<file path="config.mk">
export PLATFORM = sky130hd
export DESIGN_NAME = aibnd_clkdiv_gate
export DESIGN_NICKNAME = d
export VERILOG_FILES = /design/src/rtl/aibnd_clkdiv_gate.sv
export SDC_FILE = /design/constraint.sdc
export NUM_CORES = 1
export LEC_CHECK = 0
export BUFFER_PORTS_ARGS = -buffer_cell sky130_fd_sc_hd__buf_2
export CORE_MARGIN = 3
export CORE_UTILIZATION = 39
export CTS_CLUSTER_DIAMETER = 100
export DETAILED_ROUTE_END_ITERATION = 6
export HOLD_SLACK_MARGIN = 0.05
export PLACE_DENSITY = 0.64
export SYNTH_ARGS = -nofsm -noshare
export SYNTH_HDL_FRONTEND = slang
export SYNTH_SLANG_ARGS = --single-unit
export TNS_END_PERCENT = 20
</file>
<file path="constraint.sdc">
create_clock -name clkin -period 2.3 [get_ports clkin]
set_input_delay 0.115 -clock clkin [delete_from_list [all_inputs] [get_ports clkin]]
set_output_delay 0.115 -clock clkin [all_outputs]
set_load 0.01 [all_outputs]
</file>
<file path="src/rtl/aibnd_clkdiv_gate.sv">
`default_nettype none
// ============================================================================
// Module   : aibnd_clkdiv_gate
// Purpose  : Gated, programmable clock divider for the IO datapath. Produces
//            a 50%-duty divided clock (period 2N) and a one-cycle strobe at
//            the end of every N-cycle period. Start and stop are glitch-free,
//            and a settle window precedes the ready indication.
// Revision : 1.0 - initial release
// ============================================================================
module aibnd_clkdiv_gate #(
    parameter int DIV_W      = 4,
    parameter int SETTLE_CNT = 8
) (
    input  logic             clkin,
    input  logic             reset,
    inout  wire              vccl,
    inout  wire              vssl,
    input  logic             div_en,
    input  logic [DIV_W-1:0] div_ratio,
    output logic             clkdiv,
    output logic             clkdiv_pulse,
    output logic             ready
);

    localparam logic [1:0]       c_IDLE        = 2'd0;
    localparam logic [1:0]       c_SETTLE      = 2'd1;
    localparam logic [1:0]       c_RUN         = 2'd2;
    localparam logic [1:0]       c_DRAIN       = 2'd3;
    localparam logic [DIV_W-1:0] c_ONE         = DIV_W'(1);
    localparam logic [7:0]       c_SETTLE_LAST = 8'(SETTLE_CNT - 1);

    logic [1:0]       r_state;
    logic [DIV_W-1:0] r_cnt;
    logic [DIV_W-1:0] r_ratio_q;
    logic [7:0]       r_settle_cnt;
    logic             r_clkdiv;

    logic [DIV_W-1:0] w_ratio_eff;
    logic             w_last;
    logic             w_counting;
    logic             w_unused_supply;

    // Supply pins carry no logic; fold them into a deliberately unused net.
    assign w_unused_supply = vccl ^ vssl;

    // A programmed ratio of zero behaves as divide-by-one.
    assign w_ratio_eff = (div_ratio == '0) ? c_ONE : div_ratio;
    assign w_last      = (r_cnt == (r_ratio_q - c_ONE));
    assign w_counting  = (r_state == c_RUN) || (r_state == c_DRAIN);

    assign clkdiv       = r_clkdiv;
    assign clkdiv_pulse = w_counting && w_last;
    assign ready        = (r_state == c_RUN);

    // Sequencer: settle window, divide counter, and glitch-free stop.
    always_ff @(posedge clkin or posedge reset) begin
        if (reset) begin
            r_state      <= c_IDLE;
            r_cnt        <= '0;
            r_ratio_q    <= c_ONE;
            r_settle_cnt <= 8'd0;
            r_clkdiv     <= 1'b0;
        end else begin
            case (r_state)
                c_IDLE: begin
                    r_cnt    <= '0;
                    r_clkdiv <= 1'b0;
                    if (div_en) begin
                        r_state      <= c_SETTLE;
                        r_settle_cnt <= 8'd0;
                        r_ratio_q    <= w_ratio_eff;
                    end
                end
                c_SETTLE: begin
                    r_settle_cnt <= r_settle_cnt + 8'd1;
                    // Withdrawal wins over settle completion; clkdiv is low here.
                    if (!div_en) begin
                        r_state <= c_IDLE;
                    end else if (r_settle_cnt == c_SETTLE_LAST) begin
                        r_state <= c_RUN;
                        r_cnt   <= '0;
                    end
                end
                c_RUN: begin
                    if (w_last) begin
                        r_cnt     <= '0;
                        r_ratio_q <= w_ratio_eff;
                        r_clkdiv  <= ~r_clkdiv;
                    end else begin
                        r_cnt <= r_cnt + c_ONE;
                    end
                    if (!div_en) begin
                        r_state <= c_DRAIN;
                    end
                end
                default: begin
                    // DRAIN: a low clkdiv may stop now; a high one must finish
                    // its half-period so the final high phase is full length.
                    if (!r_clkdiv) begin
                        r_state <= c_IDLE;
                        r_cnt   <= '0;
                    end else if (w_last) begin
                        r_state   <= c_IDLE;
                        r_cnt     <= '0;
                        r_ratio_q <= w_ratio_eff;
                        r_clkdiv  <= 1'b0;
                    end else begin
                        r_cnt <= r_cnt + c_ONE;
                    end
                end
            endcase
        end
    end

endmodule
`default_nettype wire

</file>
; ---- Word level (Yosys, flattened, before mapping)
; Index checks and enable logic that the tools add are counted.
[totals]
ff_bits = 19
out_inout_bits = 5
[classes]
n_reduce_logical = 11
mux = 23
bitwise = 2
addsub = 3
n_eq_ne = 12
[op_table]
columns = op, n
row1 = 4-bit 2-to-1 mux, 8
row2 = 4-bit one-hot mux with 3 select lines, 2
row3 = 8-bit one-hot mux with 2 select lines, 1
row4 = 2-bit 2-to-1 mux, 6
row5 = "8-bit by 1-bit adder with 8-bit output, second input constant", 1
row6 = "8-bit by 3-bit equality test with 1-bit output, second input constant", 1
row7 = 8-bit 2-to-1 mux, 1
row8 = "2-bit != test, second input constant", 4
row9 = 2-bit one-hot mux with 3 select lines, 1
row10 = 2-bit AND reduction, 3
row11 = "5-bit by 2-bit != test with 1-bit output, second input constant", 1
row12 = "4-bit by 1-bit adder with 4-bit output, second input constant", 1
row13 = "2-bit equality test, second input constant", 2
row14 = 4-bit equality test, 1
row15 = 4-bit logical NOT, 1
row16 = 4-bit AND reduction, 1
row17 = "4-bit by 1-bit subtractor with 4-bit output, second input constant", 1
row18 = 1-bit 2-to-1 mux, 3
row19 = "3-bit != test, second input constant", 1
row20 = 1-bit one-hot mux with 3 select lines, 1
row21 = 3-bit AND reduction, 1
row22 = 3-bit nonzero test, 1
row23 = "2-bit by 1-bit equality test with 1-bit output, second input constant", 1
row24 = 2-bit logical NOT, 1
row25 = other kinds (5), 6

; ---- Logic depth before layout (Yosys ltp)
; Gate-level depths: netlist (run 1).
[depth]
depth_word = 5
ltp_mapped = 7
ltp_nobuf = 6

; ---- Worst setup path before layout (run 1)
; No wires, ideal clock.
[synth_path]
path_kind = register to register
start = register r_ratio_q[0]
end = register r_cnt[2]
t_required_ns = 2.174
stages_incl_launch_ff = 8
arrival_time_ns = 1.769
period_less_slack_ns = 1.895
path_slack_ns = 0.405
path_cell_list = dfstp_2 > inv_1 > ha_1 > xor2_1 > and3_4 > buf_6 > a21oi_1 > a221o_1
[synth_via]
elab_chain_cells = 5
[synth_lines]
columns = element, line_no
row1 = start: declaration, 34  ; logic [DIV_W-1:0] r_ratio_q;
row2 = start signal: assignment, 60  ; r_ratio_q <= c_ONE;
row3 = start signal: assignment, 71  ; r_ratio_q <= w_ratio_eff;
row4 = start signal: assignment, 87  ; r_ratio_q <= w_ratio_eff;
row5 = 4-bit by 1-bit subtractor with 4-bit output (*), 48  ; assign w_last = (r_cnt == (r_ratio_q - c_ONE));
row6 = 4-bit equality test (*), 48
row7 = 4-bit 2-to-1 mux (*), "85, 102"
row8 = 4-bit 2-to-1 mux, 99  ; if (!r_clkdiv) begin
row9 = 4-bit one-hot mux with 3 select lines (*), 64  ; case (r_state)
row10 = end signal: assignment, 90  ; r_cnt <= r_cnt + c_ONE;
row11 = end signal: assignment, 108  ; r_cnt <= r_cnt + c_ONE;
row12 = end: declaration, 33  ; logic [DIV_W-1:0] r_cnt;
; Every way passes the cells marked *; elsewhere a longest branch is shown, timed or not.
; A chain may end at the register's enable or synchronous reset.

; ---- Final worst setup path (run 1)
[layout_path]
start = register r_ratio_q[0]
end = output clkdiv_pulse
[layout_via]
elab_chain_cells = 3
[layout_lines]
columns = element, line_no
row1 = 4-bit by 1-bit subtractor with 4-bit output, 48
row2 = 4-bit equality test, 48
row3 = 1-bit logical AND, 52  ; assign clkdiv_pulse = w_counting && w_last;
row4 = end: declaration, 21  ; output logic clkdiv_pulse,
; No other way between the ends.

==> impl_metrics.ini, run 1 <==
[sta]
totalNegativeSetupSlack_ns = 0
timing.final.hold_violations = 0
slew-limit-headroom_pct = 48.7
finalClockSkew_ns = 0.0241
untimed_endpoints = 2
maxClockFrequency_ghz = 0.458
report.final.setup_viol = 0
fin_ws_ns = 0.116
maxSlewViolCount = 0
post-route-min-period_ns = 2.18
tightest_slew_ns = 0.769
finalCritPeriodShare_pct = 95.0

[placed_design]
post-place-ws_ns = 0.217
detailed_place_hpwl_um = 1890
place.port_buffers = 9
gp_congestion = 0.831

[die]
initial_utilization_pct = 42.0
site_rows = 19
num_io_pins = 12
die_area_um2 = 3770
fp.dieH_um = 61.4
core_um2 = 2850
dieWidth_um = 61.4

[global_routing]
via_count_of_the_first_global_routing_pass = 976
antenna_violations_before_repair = 0
overflow = 0
wire_length_of_the_first_global_routing_pass_um = 4540
grt_use_total_pct = 16.0
grt_max_degree = 20

[setup_path]
worst-path-max-fanout = 7
reg2regPathDepth = 6
critPathCaptureType = output port
reg2reg_setup_slack_ns = 0.25
path_class = flop to output port
critical_path.startpoint = r_ratio_q[0]
crit_path_start_kind = flop
r2r-start = r_ratio_q[0]
critical_path_required_ns = 2.18
timing.critical_path.arrival_ns = 2.07
critical_path.reg2reg.endpoint = r_cnt[2]
timing.critical_path.to = clkdiv_pulse

[logic_synthesis]
synth.cell_area_um2 = 1200
syn_avg_cell_area_um2 = 9.44
synthCells = 127
mappedNetlistNets = 139
synth_warnings = 0
synth.distinct_cells = 38
synth.yosys.seq_area_share_pct = 39.8
yosys_register_bits = 19

[job]
max_cap_viol_count = 0

[drt]
drtAntennaViolNets = 0
route.detailed.drc = 0
drt-vias-per-instance = 6.20
detail_route.wl_per_cell_um = 15.9
first_pass_iters = 4
first_iter_violations = 71
wl_um = 2670
num_vias = 1041

[final_layout]
most_frequent_standard_cell_in_the_layout_excluding_fill_and_tap_cells = dfrtp_1
layout-area-overhead-vs-synth_pct = 9.29
mostFrequentLayoutCells = 18 x dfrtp_1, 12 x nand2_1, 9 x buf_2, 8 x nand3_1
drive_above_1_share_pct = 16.8
count_of_inserted_antenna_diode_cells = 0
final_net_count = 150

[outcome]
run_status = finished, final reports clean

[power]
powerDensity_nw_per_um2 = 1140
total_power_consumption_of_the_routed_design_mw = 1.49
power.ir.vdd_worst_v = 0.000436
p_leak_nw = 0.589

[cts]
clk_pin_slew_worst_paths_ns = 0.13
clk_path_buf_depth = 2
numCtsBuffers = 3
cell_chosen_for_the_clock_root = clkbuf_4
clkSinkCount = 19
cts_max_level = 1
cts_tree = built
worstSkewPairLatency_ns = 0.32

[hold_path]
min_path_type = input pin to flop
[report_power, final]
part / switching [mW] / leakage [nW] / internal (mW)
clock network: 0.113 / 0.0177 / 0.0650
logic: 0.461 / 0.321 / 0.288
registers: 0.136 / 0.250 / 0.431
[flip-flops by register name, indices dropped and copies added (netlist names)]
signal        count
clkdiv            1
r_cnt             4
r_ratio_q         4
r_settle_cnt      8
r_state           2
[per-stage QoR]
step	instances	hold WS [ns]	util, %	area (µm²)
floorplan	127	0.0654	-	1200
global placement	163	0.284	44.2	1260
detailed placement	163	0.293	44.2	1260
CTS	168	0.0684	45.5	1300
global route	168	0.0808	45.9	1310
finish	168	0.0773	45.9	1310
[cell usage after synthesis (all sizes together)]
cell type / n / area share [%]
a2111oi: 1 / 1.3
a211oi: 1 / 0.63
a21o: 1 / 0.63
a21oi: 2 / 0.84
a221o: 2 / 1.7
a221oi: 3 / 2.2
a22o: 4 / 2.9
a31o: 1 / 0.73
a31oi: 5 / 2.6
a41oi: 1 / 0.73
and2: 2 / 1.0
and3: 4 / 2.5
buf: 1 / 0.94
clkbuf: 3 / 0.94
dfrtp: 18 / 38
dfstp: 1 / 2.2
ha: 3 / 3.1
inv: 7 / 2.2
mux2: 1 / 0.94
mux2i: 5 / 4.2
nand2: 12 / 3.8
nand2b: 3 / 1.6
nand3: 9 / 3.8
nand4: 4 / 2.1
nor2: 4 / 1.3
nor2b: 3 / 1.6
nor3: 8 / 3.8
o21a: 1 / 0.63
o21ai: 7 / 2.9
o32ai: 1 / 0.73
o41ai: 1 / 0.73
or2: 1 / 0.52
xnor2: 3 / 2.2
xnor3: 1 / 1.9
xor2: 3 / 2.8
[worst max-delay path, stage by stage, from the launching register on]
cell	delay [ns]
dfstp_2	0.59
inv_1	0.06
ha_1	0.32
xor2_2	0.21
nand3_2	0.20
nor3_1	0.21
buf_2	0.16
[per-layer routing]
metal / vias up / share of wire, % / wire, µm / GRT usage (%)
met4: 0 / 0.75 / 20 / 3.03
met1: 514 / 46 / 1240 / 22.6
li1: 492 / - / - / -
met5: - / 0 / 0 / 0
met2: 33 / 48 / 1280 / 24.5
met3: 2 / 5.0 / 133 / 4.61
[final cells by class]
type | count | area, µm²
tap | 31 | 38.8
sequential | 19 | 477
timing repair buffer | 10 | 55.1
clock inverter | 1 | 5.00
inverter | 7 | 26.3
multi-input combinational | 97 | 686
clock buffer | 3 | 22.5
fill | 281 | 1540
[worst min path at each step]
stage                         to    startpoint  cells past startpoint
finish              r_ratio_q[2]  div_ratio[2]                      3
global route        r_ratio_q[2]  div_ratio[2]                      3
CTS                 r_ratio_q[2]  div_ratio[2]                      3
detailed placement      r_cnt[1]         reset                      2
global placement        r_cnt[3]         reset                      2
floorplan                 clkdiv         reset                      1
[what timing repair did]
| item | in CTS | in global routing |
|---|---|---|
| gates resized for setup | 0 | 2 |
| endpoints found under the setup margin | 0 | 1 |
| hold endpoints to repair | 18 | 0 |
| hold buffers | 1 | 0 |
| buffers inserted | 0 | 0 |
[logic make-up (layout without fill, tap and decap cells)]
group,Yosys count,after routing,share of synthesized area (%)
compound gates,31,31,19.2
buf+inv,11,21,4.07
simple gates,50,50,21.8
fa+ha+maj,3,3,3.13
xor+xnor,7,7,6.89
flops,19,19,39.8
mux,6,6,5.11
(Power assumes the default switching activity.)
==> inputs of run 2 (changes only) <==
Settings changed: CORE_UTILIZATION 39 to 52, PLACE_DENSITY 0.64 to 0.81.
Clock period 2.3 ns to 1.9 ns, I/O delays scaled along.
==> run 2 against run 1 <==
Net effect:
- via count about the same
- clock power increased by 12%
- first-iteration DRC count decreased by 42%
- highest routed layer unchanged
==> impl_metrics.ini, run 2 (synthesis results as in run 1) <==
[outcome]
run_status = finished, final reports clean

[power]
power.ir.vdd_worst_v = 0.000932
net_switching_power_of_the_design_mw = 0.882
total_power_consumption_of_the_routed_design_mw = 2.00
powerDensity_nw_per_um2 = 1440
power_frac_comb_pct = 56.2
p_int_mw = 1.11
swShare_pct = 44.2
pwr-share-clk_pct = 10.0
p_leak_nw = 0.623
power_frac_seq_pct = 33.8

[sta]
tightest_slew_ns = 0.727
report.final.setup_viol = 0
finalCritPeriodShare_pct = 98.1
untimed_endpoints = 2
slew-limit-headroom_pct = 51.5
maxClockFrequency_ghz = 0.536
setup_repair_after_global_routing_missed_its_margin = true
finalClockSkew_ns = 0.00438
maxSlewViolCount = 0
timing.final.hold_violations = 0
post-route-min-period_ns = 1.86

[cts]
worstSkewPairLatency_ns = 0.29
cts_max_level = 1
clkSinkCount = 19
numCtsBuffers = 3
clk_pin_slew_worst_paths_ns = 0.10
clk_path_buf_depth = 2
cell_chosen_for_the_clock_root = clkbuf_4
cts_tree = built

[die]
die_area_um2 = 2920
num_io_pins = 12
core_um2 = 2060
site_rows = 16
fp.dieH_um = 54.0
initial_utilization_pct = 58.1
dieWidth_um = 54.0

[drt]
detail_route.wl_per_cell_um = 15.3
first_pass_iters = 4
drtAntennaViolNets = 0
drt-vias-per-instance = 6.06
wl_um = 2640
first_iter_violations = 41
num_vias = 1042
route.detailed.drc = 0

[global_routing]
antenna_violations_before_repair = 0
grt_use_total_pct = 20.7
wire_length_of_the_first_global_routing_pass_um = 4370
grt_max_degree = 20
via_count_of_the_first_global_routing_pass = 987
overflow = 0

[setup_path]
path_class = flop to output port
timing.critical_path.arrival_ns = 1.77
critical_path.startpoint = r_ratio_q[0]
timing.critical_path.to = clkdiv_pulse
reg2reg_setup_slack_ns = 0.04
r2r-start = r_ratio_q[0]
critical_path_required_ns = 1.80
critPathCaptureType = output port
reg2regPathDepth = 7
crit_path_start_kind = flop
critical_path.reg2reg.endpoint = r_cnt[2]
worst-path-max-fanout = 7

[job]
max_cap_viol_count = 0

[final_layout]
final.fill_count = 154
largest_reg_flops = 8
area_used_by_multi_input_combinational_logic_um2 = 707
final_cells = 172
drive_above_1_share_pct = 23.4
seqCellArea_um2 = 477
regMostFlops = r_settle_cnt
count_of_inserted_antenna_diode_cells = 0
most_frequent_standard_cell_in_the_layout_excluding_fill_and_tap_cells = dfrtp_1
largest_registers = r_settle_cnt (8), r_cnt (4), r_ratio_q (4)
final_net_count = 158
mostFrequentLayoutCells = 18 x dfrtp_1, 12 x nand2_1, 9 x buf_2, 8 x nand3_1, 8 x buf_4
postLayoutCellArea_um2 = 1390
layout-area-overhead-vs-synth_pct = 15.6

[placed_design]
detailed_place_hpwl_um = 1890
dpl_cell_area_um2 = 1300
place.port_buffers = 9
gp_congestion = 0.766
dp.cells = 165

[hold_path]
min_path_type = input pin to flop
-- run 2: what timing repair did --
item,4_1_cts,5_1_grt
resized for setup,3,3
buffers inserted,2,0
hold buffers,1,0
hold endpoints to repair,18,0
endpoints found under the setup margin,1,7
pin swaps,1,2
-- run 2: routing by layer --
| metal | part of all wire (%) | vias up | track usage [%] |
|---|---|---|---|
| met5 | 0 | - | 0 |
| li1 | - | 506 | - |
| met3 | 5.1 | 4 | 5.54 |
| met2 | 48 | 33 | 35.5 |
| met4 | 1.1 | 0 | 5.39 |
| met1 | 46 | 499 | 25.6 |
-- run 2: cell type report --
type | instances | area share (%)
clock buffers | 4 | 1.90
inverters | 7 | 1.90
multi-input cells | 97 | 51.0
flip-flops and latches | 19 | 34.4
well taps | 27 | 2.44
repair buffers | 18 | 8.31
-- run 2: critical path, stage by stage (launching register included) --
cell and delay, ns:
dfstp_2 0.56, buf_4 0.13, nor3_2 0.06, xnor2_1 0.51, nor3_2 0.06, buf_2 0.16
-- run 2: worst min-delay path by stage --
stage / startpoint / to / slack, ns / cells past startpoint
floorplan: reset / clkdiv / 0.05 / 1
global placement: reset / r_cnt[3] / 0.25 / 2
detailed placement: reset / r_settle_cnt[7] / 0.25 / 2
CTS: div_ratio[3] / r_ratio_q[3] / 0.08 / 3
global route: div_ratio[1] / r_ratio_q[1] / 0.09 / 3
finish: div_ratio[3] / r_ratio_q[3] / 0.08 / 3
-- run 2: power groups by stage --
stage / clock network, mW / logic [mW] / registers [mW]
detailed placement: 0 / 0.966 / 0.671
finish: 0.200 / 1.12 / 0.675
global route: 0.234 / 1.22 / 0.692
CTS: 0.208 / 1.06 / 0.662
floorplan: 0 / 0.729 / 0.632
global placement: 0 / 0.927 / 0.661
-- run 2: through the flow --
stage	setup WS, ns	util [%]	hold slack [ns]	TNS, ns
after floorplan	0.00524	-	0.0454	0
after global placement	0.0760	63.0	0.247	0
after detailed placement	0.0398	63.0	0.253	0
after CTS	0.00854	66.3	0.0750	0
after global routing	-0.0736	67.2	0.0895	-0.119
final	0.0354	67.2	0.0798	0
==> inputs of run 3 (changes only) <==
--- a/config.mk
+++ b/config.mk
@@ -10,2 +10,3 @@
 export CORE_UTILIZATION = 52
+export CTS_BUF_LIST = sky130_fd_sc_hd__clkbuf_8 sky130_fd_sc_hd__clkbuf_16
 export CTS_CLUSTER_DIAMETER = 100
==> constraint.sdc (replaced) <==
create_clock -name clkin -period 1.9 [get_ports clkin]
set_input_delay 0.38 -clock clkin [delete_from_list [all_inputs] [get_ports clkin]]
set_output_delay 0.38 -clock clkin [all_outputs]
set_load 0.01 [all_outputs]
==> run 3 against run 2 <==
Net effect:
- the flow now finishes with violations (setup timing)
- maximum frequency down 9.9%
- non-clock buffer count down 1
- clock power up 35%
- power up 6.1%
- critical path depth up 1
- critical endpoint unchanged
- register-to-register slack worse by 0.02 ns
- setup slack worse by 0.21 ns
==> impl_metrics.ini, run 3 (synthesis results as in run 1) <==
[die]
num_io_pins = 12
core_um2 = 2060
die_area_um2 = 2920
fp.dieH_um = 54.0
dieWidth_um = 54.0
site_rows = 16
initial_utilization_pct = 58.1

[setup_path]
timing.critical_path.arrival_ns = 1.69
path_class = flop to output port
crit_path_start_kind = flop
critPathCaptureType = output port
worst-path-max-fanout = 3
r2r-start = r_ratio_q[0]
critical_path_required_ns = 1.52
reg2reg_setup_slack_ns = 0.02
reg2regPathDepth = 7
critical_path.reg2reg.endpoint = r_cnt[2]

[sta]
report.final.setup_viol = 1
timing.final.hold_violations = 0
setup_repair_after_global_routing_missed_its_margin = true
tightest_slew_ns = 0.712
finalClockSkew_ns = 0.00514
totalNegativeSetupSlack_ns = -0.170
post-route-min-period_ns = 2.07
untimed_endpoints = 2
finalCritPeriodShare_pct = 109
fin_ws_ns = -0.170
maxClockFrequency_ghz = 0.483
maxSlewViolCount = 0
slew-limit-headroom_pct = 52.5

[final_layout]
final_core_util_pct = 68.1
mostFrequentLayoutCells = 18 x dfrtp_1, 12 x nand2_1, 9 x buf_2, 8 x nand3_1, 8 x buf_4
drive_above_1_share_pct = 23.6
most_frequent_standard_cell_in_the_layout_excluding_fill_and_tap_cells = dfrtp_1
regMostFlops = r_settle_cnt
final_cells = 171
final.fill_count = 146
largest_registers = r_settle_cnt (8), r_cnt (4), r_ratio_q (4)
largest_reg_flops = 8
final_net_count = 157
layout-area-overhead-vs-synth_pct = 17.2
count_of_inserted_antenna_diode_cells = 0

[placed_design]
dp.cells = 166
place.port_buffers = 9
post-place-ws_ns = -0.0634
detailed_place_hpwl_um = 1930
gp_congestion = 0.854

[drt]
first_pass_iters = 4
num_vias = 1059
route.detailed.drc = 0
detail_route.wl_per_cell_um = 15.5
drtAntennaViolNets = 0
drt-vias-per-instance = 6.19
first_iter_violations = 67
wl_um = 2650

[job]
max_cap_viol_count = 0

[outcome]
run_status = finished with violations
violated_checks = setup timing

[global_routing]
overflow = 0
antenna_violations_before_repair = 0
grt_max_degree = 20
wire_length_of_the_first_global_routing_pass_um = 4490
grt_use_total_pct = 21.5
via_count_of_the_first_global_routing_pass = 1023

[cts]
numCtsBuffers = 3
worstSkewPairLatency_ns = 0.25
clk_path_buf_depth = 2
clkSinkCount = 19
cell_chosen_for_the_clock_root = clkbuf_8
cts_max_level = 1
clk_pin_slew_worst_paths_ns = 0.07
cts_tree = built
post_cts_hold_buffer_count = 0

[power]
total_power_consumption_of_the_routed_design_mw = 2.12
power.ir.vdd_worst_v = 0.000961
powerDensity_nw_per_um2 = 1510
p_leak_nw = 0.633

[hold_path]
min_path_type = input pin to async pin
-- run 3: changes by cell type in the layout (fill, tap and decap cells not counted) --
cell           delta
clkbuf_1          -1
dlygate4sd3_1     -1
clkbuf_8          +3
inv_1             +1
clkbuf_4          -3
o21ai_0           -1
o21ai_1           +1
xor2_4            +1
xor2_2            -1
-- run 3: critical path, cell delays in order (launching register included) --
cell and delay (ns):
dfstp_2 0.53, inv_2 0.05, ha_4 0.28, xor2_4 0.16
nand3_2 0.13, nor3_2 0.13, buf_2 0.15
-- run 3: area by class of cell --
cell class / count / area, µm² / share of cell area, %
repair buffers: 17 / 105 / 7.48
well taps: 27 / 33.8 / 2.40
clock inverters: 1 / 3.75 / 0.267
flip-flops and latches: 19 / 477 / 33.9
inverters: 7 / 26.3 / 1.87
clock buffers: 3 / 41.3 / 2.94
multi-input cells: 97 / 718 / 51.1
-- run 3: power breakdown --
group / internal, mW / total, mW / switching, mW
logic: 0.536 / 1.18 / 0.648
registers: 0.523 / 0.662 / 0.139
clock network: 0.143 / 0.271 / 0.127
total: 1.20 / 2.12 / 0.914
-- run 3: repair_timing --
action	CTS	global route
gates resized for setup	4	3
buffers inserted	1	0
endpoints found under the setup margin	5	6
pin swaps	0	1
gates cloned	0	0
-- run 3: layer usage --
layer	part of all wire [%]	up-vias	GRT usage [%]
li1	-	506	-
met1	44	507	28.7
met3	6.3	4	6.37
met4	1.1	0	6.22
met2	48	42	33.7
met5	0	-	0
-- run 3: per-stage QoR --
stage	area, µm²	hold WS [ns]
after global placement	1310	0.468
after global routing	1410	0.292
final	1410	0.231
after floorplan	1200	0.330
after detailed placement	1310	0.476
after CTS	1390	0.256
-- run 3: worst max path at each step --
| stage | startpoint | to | slack (ns) | depth (start not counted) |
|---|---|---|---|---|
| floorplan | r_ratio_q[0] | r_cnt[2] | 0.005 | 7 |
| global placement | r_ratio_q[0] | clkdiv_pulse | 0.01 | 6 |
| detailed placement | r_ratio_q[0] | clkdiv_pulse | -0.06 | 6 |
| CTS | r_ratio_q[0] | clkdiv_pulse | -0.15 | 6 |
| global route | r_ratio_q[0] | clkdiv_pulse | -0.29 | 6 |
| finish | r_ratio_q[0] | clkdiv_pulse | -0.17 | 6 |
